--- src/rtl/cpu_seq_pkg.sv ---
// ---------------------------------------------------------------------------
// cpu_seq_pkg
// Shared definitions for the multi-cycle CPU control sequencer:
//   - state_t      : sequencer state encoding (also driven on the 3-bit
//                    'state' port of cpu_sequencer)
//   - CLS_*        : bit positions of the instruction-class vector
//   - MEM_WAIT_MAX_DEFAULT : default memory wait limit before ERROR
//   - is_one_hot() : class-vector legality check used in DECODE
// ---------------------------------------------------------------------------
package cpu_seq_pkg;

    typedef enum logic [2:0] {
        ST_FETCH  = 3'd0,
        ST_DECODE = 3'd1,
        ST_EXEC   = 3'd2,
        ST_MEM    = 3'd3,
        ST_WB     = 3'd4,
        ST_HALT   = 3'd5,
        ST_ERROR  = 3'd6
    } state_t;

    localparam int CLS_ALU    = 0;
    localparam int CLS_LOAD   = 1;
    localparam int CLS_STORE  = 2;
    localparam int CLS_BRANCH = 3;
    localparam int CLS_JUMP   = 4;
    localparam int CLS_W      = 5;

    localparam int MEM_WAIT_MAX_DEFAULT = 8;

    function automatic logic is_one_hot(input logic [CLS_W-1:0] v);
        return ($countones(v) == 1);
    endfunction

endpackage

--- src/rtl/seq_wait_timer.sv ---
// ---------------------------------------------------------------------------
// seq_wait_timer
// Saturating count of cycles spent in the current sequencer state. The
// sequencer pulses 'clear' on every state change so each memory access
// starts counting from zero.
//
// Ports:
//   clk     : system clock
//   reset   : synchronous active-high reset
//   clear   : restart the count on the next edge (state is changing)
//   timeout : current cycle is the MAX-th cycle of the state
//
// Parameter MAX: number of cycles allowed in a waiting state.
// ---------------------------------------------------------------------------
module seq_wait_timer #(
    parameter int MAX = 8
) (
    input  logic clk,
    input  logic reset,
    input  logic clear,
    output logic timeout
);

    localparam int W = (MAX < 2) ? 1 : $clog2(MAX + 1);
    localparam logic [W-1:0] LAST = W'(MAX - 1);

    logic [W-1:0] count;

    // The count holds the number of cycles already spent in the state, so
    // reaching LAST means the current cycle is the MAX-th one. It sticks
    // there so timeout stays asserted in long-lived states.
    always_ff @(posedge clk) begin
        if (reset || clear) begin
            count <= '0;
        end else if (count != LAST) begin
            count <= count + W'(1);
        end
    end

    assign timeout = (count == LAST);

endmodule

--- src/rtl/cpu_sequencer.sv ---
// ---------------------------------------------------------------------------
// cpu_sequencer
// Multi-cycle FETCH/DECODE/EXEC/MEM/WB control sequencer for the MIPS-style
// datapath. Generates the datapath enables and memory handshakes. Memories
// may insert wait states; a wait longer than MEM_WAIT_MAX cycles, or an
// illegal instruction class, parks the sequencer in ERROR until reset.
//
// Ports:
//   clk, reset              : clock, synchronous active-high reset
//   imem_ack, dmem_ack      : memory completion handshakes
//   cls_alu..cls_jump       : one-hot instruction class, sampled in DECODE
//   halt_req                : debug halt, honoured only at retire / in HALT
//   imem_req, ir_en         : fetch request, instruction register load
//   alu_en                  : ALU result/zero latch
//   dmem_req, dmem_wr       : data memory request and write qualifier
//   reg_we, pc_en           : register-file write, PC update
//   state                   : current state encoding (cpu_seq_pkg::state_t)
//   halted, error           : registered status flags
//   cycle_cnt, instr_cnt    : performance counters
//
// Build option: define SEQ_PERF_CNT_EN to implement the performance
// counters; otherwise both counters read as zero and have no flops.
// ---------------------------------------------------------------------------
module cpu_sequencer
    import cpu_seq_pkg::*;
#(
    parameter int MEM_WAIT_MAX = MEM_WAIT_MAX_DEFAULT,
    parameter int CNT_W        = 32
) (
    input  logic             clk,
    input  logic             reset,
    input  logic             imem_ack,
    input  logic             dmem_ack,
    input  logic             cls_alu,
    input  logic             cls_load,
    input  logic             cls_store,
    input  logic             cls_branch,
    input  logic             cls_jump,
    input  logic             halt_req,
    output logic             imem_req,
    output logic             ir_en,
    output logic             alu_en,
    output logic             dmem_req,
    output logic             dmem_wr,
    output logic             reg_we,
    output logic             pc_en,
    output logic [2:0]       state,
    output logic             halted,
    output logic             error,
    output logic [CNT_W-1:0] cycle_cnt,
    output logic [CNT_W-1:0] instr_cnt
);

    state_t             state_q;
    state_t             state_next;
    logic [CLS_W-1:0]   cls_in;
    logic [CLS_W-1:0]   cls_q;
    logic               halted_q;
    logic               error_q;
    logic               retire;
    logic               wait_clear;
    logic               wait_timeout;

    always_comb begin
        cls_in             = '0;
        cls_in[CLS_ALU]    = cls_alu;
        cls_in[CLS_LOAD]   = cls_load;
        cls_in[CLS_STORE]  = cls_store;
        cls_in[CLS_BRANCH] = cls_branch;
        cls_in[CLS_JUMP]   = cls_jump;
    end

    // Restart the wait count whenever the state is about to change.
    assign wait_clear = (state_next != state_q);

    seq_wait_timer #(
        .MAX (MEM_WAIT_MAX)
    ) u_wait_timer (
        .clk     (clk),
        .reset   (reset),
        .clear   (wait_clear),
        .timeout (wait_timeout)
    );

    // Next-state and strobe decode. An ack arriving in the timeout cycle is
    // checked first, so it completes the access rather than faulting.
    always_comb begin
        state_next = state_q;
        retire     = 1'b0;
        imem_req   = 1'b0;
        ir_en      = 1'b0;
        alu_en     = 1'b0;
        dmem_req   = 1'b0;
        dmem_wr    = 1'b0;
        reg_we     = 1'b0;
        pc_en      = 1'b0;

        case (state_q)
            ST_FETCH: begin
                imem_req = 1'b1;
                if (imem_ack) begin
                    ir_en      = 1'b1;
                    state_next = ST_DECODE;
                end else if (wait_timeout) begin
                    state_next = ST_ERROR;
                end
            end
            ST_DECODE: begin
                state_next = is_one_hot(cls_in) ? ST_EXEC : ST_ERROR;
            end
            ST_EXEC: begin
                alu_en = 1'b1;
                if (cls_q[CLS_BRANCH] || cls_q[CLS_JUMP]) begin
                    pc_en  = 1'b1;
                    retire = 1'b1;
                end else if (cls_q[CLS_LOAD] || cls_q[CLS_STORE]) begin
                    state_next = ST_MEM;
                end else if (cls_q[CLS_ALU]) begin
                    state_next = ST_WB;
                end else begin
                    state_next = ST_ERROR;
                end
            end
            ST_MEM: begin
                dmem_req = 1'b1;
                dmem_wr  = cls_q[CLS_STORE];
                if (dmem_ack) begin
                    if (cls_q[CLS_STORE]) begin
                        pc_en  = 1'b1;
                        retire = 1'b1;
                    end else begin
                        state_next = ST_WB;
                    end
                end else if (wait_timeout) begin
                    state_next = ST_ERROR;
                end
            end
            ST_WB: begin
                reg_we = 1'b1;
                pc_en  = 1'b1;
                retire = 1'b1;
            end
            ST_HALT: begin
                if (!halt_req) begin
                    state_next = ST_FETCH;
                end
            end
            ST_ERROR: begin
                state_next = ST_ERROR;
            end
            default: begin
                state_next = ST_ERROR;
            end
        endcase

        if (retire) begin
            state_next = halt_req ? ST_HALT : ST_FETCH;
        end

        // Reset aborts the instruction in flight: nothing it would commit
        // this cycle may reach the datapath.
        if (reset) begin
            ir_en    = 1'b0;
            alu_en   = 1'b0;
            dmem_req = 1'b0;
            dmem_wr  = 1'b0;
            reg_we   = 1'b0;
            pc_en    = 1'b0;
        end
    end

    // State register; halted/error are registered from the next state so
    // they line up exactly with being in HALT/ERROR.
    always_ff @(posedge clk) begin
        if (reset) begin
            state_q  <= ST_FETCH;
            cls_q    <= '0;
            halted_q <= 1'b0;
            error_q  <= 1'b0;
        end else begin
            state_q  <= state_next;
            if (state_q == ST_DECODE) begin
                cls_q <= cls_in;
            end
            halted_q <= (state_next == ST_HALT);
            error_q  <= (state_next == ST_ERROR);
        end
    end

    assign state  = state_q;
    assign halted = halted_q;
    assign error  = error_q;

`ifdef SEQ_PERF_CNT_EN
    logic [CNT_W-1:0] cycle_cnt_q;
    logic [CNT_W-1:0] instr_cnt_q;

    // Free-running counters; they wrap naturally at 2^CNT_W.
    always_ff @(posedge clk) begin
        if (reset) begin
            cycle_cnt_q <= '0;
            instr_cnt_q <= '0;
        end else begin
            cycle_cnt_q <= cycle_cnt_q + CNT_W'(1);
            if (retire) begin
                instr_cnt_q <= instr_cnt_q + CNT_W'(1);
            end
        end
    end

    assign cycle_cnt = cycle_cnt_q;
    assign instr_cnt = instr_cnt_q;
`else
    assign cycle_cnt = '0;
    assign instr_cnt = '0;
`endif

endmodule
--- config.mk ---
export PLATFORM = sky130hd
export DESIGN_NAME = cpu_sequencer
export DESIGN_NICKNAME = d
export VERILOG_FILES = /design/src/rtl/cpu_seq_pkg.sv /design/src/rtl/seq_wait_timer.sv /design/src/rtl/cpu_sequencer.sv
export SDC_FILE = /design/constraint.sdc
export NUM_CORES = 1
export LEC_CHECK = 0
export CORE_AREA = 2 2 69 71
export CTS_CLUSTER_DIAMETER = 150
export DETAILED_ROUTE_END_ITERATION = 8
export DIE_AREA = 0 0 71 73
export GPL_ROUTABILITY_DRIVEN = 1
export HOLD_SLACK_MARGIN = 0.06
export PLACE_DENSITY = 0.81
export SYNTH_ARGS = -nofsm -noshare
export SYNTH_HDL_FRONTEND = slang
export SYNTH_SLANG_ARGS = --single-unit
--- constraint.sdc ---
create_clock -name clk -period 2.9 [get_ports clk]
set_input_delay 0.435 -clock clk [delete_from_list [all_inputs] [get_ports clk]]
set_output_delay 0.435 -clock clk [all_outputs]
set_load 0.01 [all_outputs]
# == Word-level counts from Yosys, hierarchy flattened ==
# Index checks and enable logic that the tools add are counted.
# W data, S select, Z words.
# classes
n_addsub,5
mul,0
n_div,0
n_lt_le_gt_ge,0
n_eq_ne,11
shifts,0
muxes,29
n_bitwise,0
reduce_logical,4
# op_table
cell,n
$mux W3,10
$pmux W3 S6,1
$mux W1,16
$eq A3 B3 Y1 const B,4
$eq A3 B2 Y1 const B,2
$add A1 B1 Y2,2
$add A3 B1 Y4,1
$add A4 B1 Y4 const B,1
$eq A4 B1 Y1 const B,1
$eq A4 B3 Y1 const B,1
$ne A4 B3 Y1 const B,1
$add A2 B2 Y3,1
$eq A3 B1 Y1 const B,1
$logic_not A3 Y1,1
$logic_or A1 B1 Y1,3
$ne A3 B3 Y1,1
$pmux W1 S3,1
$mux W2,1
# totals
register_bits,14
latchBits,0
ram_bits,0
romBits,0
in_bits,10
output_inout_bits,76
elab_cells,54
memories,0

# == Depth between registers and ports, before layout ==
# Gate-level depths: netlist of run 1.
# logic_depth
ltp_word,9
ltp_mapped,10
depth_no_buf,10

# == Hierarchy ==
# Synthesis of run 1 repeated with hierarchy kept, for this count alone.
# hier_totals
cells_unflattened,170
hier_area_um2,1406.3
# modules_own_cells
mod,instances,cells_each,area_each_um2,seq_area_each_um2
cpu_sequencer,1,151,1198.6,200.2
seq_wait_timer,1,19,207.7,80.1

# == Least setup slack after synthesis of run 1 ==
# No wires, ideal clock.
# synth_path
path_kind,in2reg
startpoint,in cls_alu
endpoint,reg u_wait_timer.count[3]
setup_ns,0.065
arrival_time_ns,2.666
required_ns,2.835
setup_slack_ns,0.169
stages,10
path_buffers,0
path_cell_list,inv_1 > fa_1 > inv_1 > fa_1 > ha_1 > nor2_1 > a21boi_0 > or4_1 > a32o_1 > nor2_1
# synth_via
elab_chain_cells,9
# synth_lines
element,line_no,text
"start, declared",cpu_sequencer.sv:34,"input logic cls_alu,"
$add A1 B1 Y2 (implied by the code),cpu_seq_pkg.sv:32,return ($countones(v) == 1);
$add A2 B2 Y3 (implied by the code),cpu_seq_pkg.sv:32,
$add A3 B1 Y4 (implied by the code),cpu_seq_pkg.sv:32,
$eq A4 B1 Y1,cpu_seq_pkg.sv:32,
$mux W3,cpu_sequencer.sv:109,state_next = is_one_hot(cls_in) ? ST_EXEC : ST_ERROR;
$pmux W3 S6,cpu_sequencer.sv:98,case (state_q)
$mux W3,cpu_sequencer.sv:156,if (retire) begin
$ne A3 B3 Y1,cpu_sequencer.sv:74,assign wait_clear = (state_next != state_q);
$logic_or A1 B1 Y1,seq_wait_timer.sv:33,if (reset || clear) begin
"end signal, assigned",seq_wait_timer.sv:36,count <= count + W'(1);
"end, declared",seq_wait_timer.sv:27,logic [W-1:0] count;
# No other way between the ends.
# A chain may end at the register's enable or synchronous reset.

# == Worst setup path after layout of run 1 ==
# layout_path
startpoint,in cls_alu
endpoint,reg u_wait_timer.count[2]
# Same word-level chain as after synthesis.

==> flow_summary.yaml, run 1 <==
critical_path:
  cp-end-kind: "flop"
  crit_required_ps: 3090
  reg2reg_setup_slack_ps: 890
  cp.arrival_ps: 2920
  cp-start-kind: "input port"
  critical_path_class: "in -> reg"
  worstPathMaxFanout: 4
synthesis:
  yosys.area.top_type: "buf_4"
  synth_top_area_share_pct: 33.2
  netlist_instances: 182
  synth-edff-count: 0
  async_flop_share_pct: 0
  synth_common_cells: "buf_4 (64), nor2_1 (15), dfxtp_1 (14)"
  yosysWarnings: 0
  ys_seq_area_share_pct: 19.4
  synth_flop_cell: "dfxtp_1"
  ys_top_cells_by_area: "buf_4 (33%), dfxtp_1 (19%), mux2i_1 (4.8%)"
  synth.cell_area_um2: 1450
  ys_types: 44
  syn_avg_cell_area_um2: 7.95
  ys_ff_latch: 14
  synth.most_common_cell: "buf_4"
timing:
  postLayoutSetupSlackWorst_ps: 169
  setup_viol: 0
  hold_viol: 0
  fin_skew_ps: 3.12
  fin_setup_tns_ps: 0
  max_freq_mhz: 366
  final.min_clock_period_ps: 2730
  drv_slew: 0
  min_period_over_period_pct: 94.2
  rsz0062_at_grt: "no"
worst_hold_path:
  hold_class: "reg -> reg"
place:
  place.gp.congestion: 0.886
  hpwl_um: 2220
  dp_slack_ps: -499
  postPlaceCellArea_um2: 1500
  dp_cells: 257
  port_buffers: 21
grt:
  grt_antenna_before_repair: 0
  grt_max_degree: 15
  grt.total_usage_pct: 10.3
  first_global_vias: 911
  overflow: 0
  grt_pass1_wl_um: 4260
routing:
  drtPass1Iterations: 4
  routed_wl_um: 2720
  wl_per_cell_um: 10.4
  dr_total_vias: 1094
  vias_per_cell: 4.18
  ant_nets: 0
  drc: 0
  drt-initial-drc-count: 51
clock_network:
  cts.path.max_buffers: 2
  cts_tree: "yes"
  cts_buffers: 3
  clockRootBuffer: "clkbuf_8"
  clock-sinks: 14
  clk_pin_slew_worst_paths_ps: 60
  insertion_delay_ps: 240
  cts-htree-levels: 1
floorplanning:
  start_util_pct: 31.9
  core_area_um2: 4540
  fp.dieArea_um2: 5180
  die_h_um: 73
  chipWidth_um: 71
  io_pins: 86
  rows: 25
final_layout:
  finalNonFillerCells: 262
  final_cell_area_um2: 1560
  syn2layout_area_growth_pct: 7.78
  drive_above_1_share_pct: 11.1
  n_antenna_cell: 0
  fin_nets: 223
pwr:
  power_density_nw_per_um2: 808
  p_leak_nw: 0.748
  ir_worst_vdd_uv: 253
job:
  drv_cap: 0
status:
  status: "finished clean"
==> layout by cell type (no fill, tap or decap), types with 5 or more instances in the layout <==
cell type / Yosys / layout
conb_1: 1 / 64
clkdlybuf4s50_1: 0 / 18
nor3_1: 8 / 8
buf_4: 64 / 7
nand2_1: 5 / 5
a21oi_1: 5 / 5
mux2i_1: 7 / 7
nor2_1: 15 / 15
inv_1: 9 / 7
dfxtp_1: 14 / 14
or4_1: 5 / 5
==> state kept, by name (all words and copies together) (netlist names) <==
signal and count:
cls_q 5, u_wait_timer.count 4, state 3, error 1, halted 1
==> per-stage QoR <==
stage	util [%]	power, mW	hold slack [ps]
after floorplan	-	0.881	452
after global placement	33.0	1.03	488
after detailed placement	33.0	1.05	490
after CTS	34.4	1.26	505
after global routing	34.4	1.36	559
final	34.4	1.26	502
==> power breakdown <==
group / internal, mW / switching, mW
combinational: 0.373 / 0.400
sequential: 0.240 / 0.0545
clock: 0.120 / 0.0712
total: 0.734 / 0.526
==> critical path: stages <==
cell and delay, ps:
dlygate4sd2_1 230, inv_2 50, fa_1 530, inv_1 60, fa_2 330, ha_1 280, nor2_1 100, a21boi_0 80
or4_1 430, a32o_2 290, nor2_1 100
==> what timing repair did <==
action	CTS	global route
buffers inserted	1	0
endpoints found under the setup margin	7	0
hold buffers	0	0
resized for setup	7	0
==> area by class of cell <==
cell class	instances	area (µm²)
clock buffer	4	55.1
sequential	14	280
fill	474	2980
timing repair buffer	28	259
tap	54	67.6
multi-input combinational	153	865
inverter	9	33.8
==> cells by family (layout without fill, tap and decap cells) <==
family / Yosys count / after routing / share of synthesized area, %
other cells: 1 / 64 / 0.259
fa+ha+maj: 4 / 4 / 4.49
flops: 14 / 14 / 19.4
mux: 7 / 7 / 4.84
xor+xnor: 1 / 1 / 0.605
compound gates: 24 / 24 / 11.8
simple gates: 53 / 53 / 21.2
buf+inv: 78 / 41 / 37.5
==> per-layer routing <==
metal  up-vias  GRT usage, %  routed length (µm)
met5         -             0                   0
met4         0          2.52                  33
met3         4          2.90                 192
met2        50          18.1                1360
met1       502          12.6                1130
li1        538             -                   -
==> path summary, 6_finish.rpt <==
| path | startpoint | to | cells past startpoint |
|---|---|---|---|
| worst max-delay path | cls_alu | u_wait_timer.count[2]$_SDFFE_PP0N_ | 11 |
| worst min-delay path | cls_q[0]$_SDFFE_PP0P_ | cls_q[0]$_SDFFE_PP0P_ | 2 |
| worst max register to register | state[0]$_SDFF_PP0_ | u_wait_timer.count[2]$_SDFFE_PP0N_ | 6 |
| worst min register to register | cls_q[0]$_SDFFE_PP0P_ | cls_q[0]$_SDFFE_PP0P_ | 2 |
(Power assumes the default switching activity.)
==> run 2: changes to the inputs <==
Settings changed: REMOVE_ABC_BUFFERS set to 1.
==> run 2 against run 1 <==
  * Worst hold slack improved by 5.3 ps
  * Core utilization down 0.55 points
  * Non-clock buffer count down 3
  * Sequential share of layout area grew 0.29 points
==> flow_summary.yaml, run 2 (synthesis results as in run 1) <==
status:
  status: "finished clean"
final_layout:
  largest_reg_flops: 5
  n_antenna_cell: 0
  seq_area_um2: 280
  final_cell_area_um2: 1540
  syn2layout_area_growth_pct: 6.05
  final_common_cell: "conb_1"
  top_register: "cls_q"
  fin_nets: 220
  drive_above_1_share_pct: 8.78
  fillerInstances: 479
  final_cell_mix: "conb_1 (64), clkdlybuf4s50_1 (18), nor2_1 (15)"
  multi_input_area_um2: 862
timing:
  rsz0062_at_grt: "no"
  hold_viol: 0
  postLayoutSetupSlackWorst_ps: 124
  max_freq_mhz: 360
  final.min_clock_period_ps: 2780
  fin_skew_ps: 10.2
  min_period_over_period_pct: 95.7
  setup_viol: 0
  drv_slew: 0
critical_path:
  cp.arrival_ps: 2340
  worstPathMaxFanout: 3
  cp-end-kind: "primary output"
  cp-start-kind: "input port"
  crit_required_ps: 2470
  critical_path_class: "in -> out"
routing:
  dr_total_vias: 1099
  drt-initial-drc-count: 126
  ant_nets: 0
  drc: 0
  routed_wl_um: 2640
  wl_per_cell_um: 10.2
  drtPass1Iterations: 4
  vias_per_cell: 4.24
worst_hold_path:
  hold_class: "reg -> reg"
floorplanning:
  core_area_um2: 4540
  die_h_um: 73
  start_util_pct: 31.9
  fp.dieArea_um2: 5180
  io_pins: 86
  rows: 25
  chipWidth_um: 71
grt:
  grt_max_degree: 13
  grt.total_usage_pct: 10.1
  overflow: 0
  grt_antenna_before_repair: 0
  grt_pass1_wl_um: 4220
  first_global_vias: 938
pwr:
  ir_worst_vdd_uv: 238
  power_density_nw_per_um2: 804
  p_leak_nw: 0.733
place:
  postPlaceCellArea_um2: 1480
  dp_slack_ps: -501
  hpwl_um: 2110
  port_buffers: 21
  place.gp.congestion: 1.01
clock_network:
  insertion_delay_ps: 250
  cts.path.max_buffers: 2
  post_cts_buffers: 0
  ctsHoldBuffers: 0
  clockRootBuffer: "clkbuf_8"
  cts_tree: "yes"
  cts_buffers: 3
  clk_pin_slew_worst_paths_ps: 70
  clock-sinks: 14
  cts-htree-levels: 1
job:
  drv_cap: 0
-- run 2: cell types whose count changed in the layout (fill, tap and decap cells not counted), sizes merged --
cell / change
buf: -3
-- run 2: area by class of cell --
type | count | area share (%)
Tap cell | 54 | 4.40
Multi-Input combinational cell | 153 | 56.2
Sequential cell | 14 | 18.3
Clock buffer | 4 | 3.59
Timing Repair Buffer | 25 | 15.4
Inverter | 9 | 2.20
-- run 2: critical path, cell delays in order --
cell             delay, ps
clkdlybuf4s50_1        510
a21boi_0               170
o32ai_1                490
nor2b_1                180
clkdlybuf4s50_1        540
-- run 2: metal layers --
| metal | global-route usage [%] | vias up | share of wire (%) |
|---|---|---|---|
| met5 | 0 | - | 0 |
| met4 | 2.94 | 0 | 0.49 |
| met3 | 3.73 | 2 | 9.7 |
| met2 | 16.5 | 72 | 48 |
| met1 | 12.4 | 496 | 42 |
| li1 | - | 529 | - |
-- run 2: worst paths after layout --
| kind | start | end | slack [ps] | cells past startpoint |
|---|---|---|---|---|
| setup reg to reg | state[0]$_SDFF_PP0_ | u_wait_timer.count[2]$_SDFFE_PP0N_ | 840 | 6 |
| hold / removal | cls_q[0]$_SDFFE_PP0P_ | cls_q[0]$_SDFFE_PP0P_ | 510 | 2 |
| setup / recovery | dmem_ack | pc_en | 120 | 5 |
| hold reg to reg | cls_q[0]$_SDFFE_PP0P_ | cls_q[0]$_SDFFE_PP0P_ | 510 | 2 |
-- run 2: where the power goes --
| part | switching, mW | internal (mW) | leakage [nW] |
|---|---|---|---|
| registers | 0.0649 | 0.240 | 0.114 |
| logic | 0.378 | 0.356 | 0.591 |
| clock network | 0.0752 | 0.120 | 0.0288 |
-- run 2: timing repair --
item                                    CTS  global route
gates resized for setup                   5             0
endpoints found under the setup margin    7             0
endpoints found under the hold margin     0             0
-- run 2: per-stage QoR --
stage | std cells | util (%) | setup TNS, ps | hold WS (ps) | power (mW)
floorplan | 176 | - | 0 | 452 | 0.787
global placement | 255 | 32.7 | -2370 | 486 | 1.01
detailed placement | 255 | 32.7 | -2920 | 492 | 1.03
CTS | 259 | 33.8 | 0 | 510 | 1.23
global route | 259 | 33.8 | 0 | 558 | 1.32
finish | 259 | 33.8 | 0 | 507 | 1.23
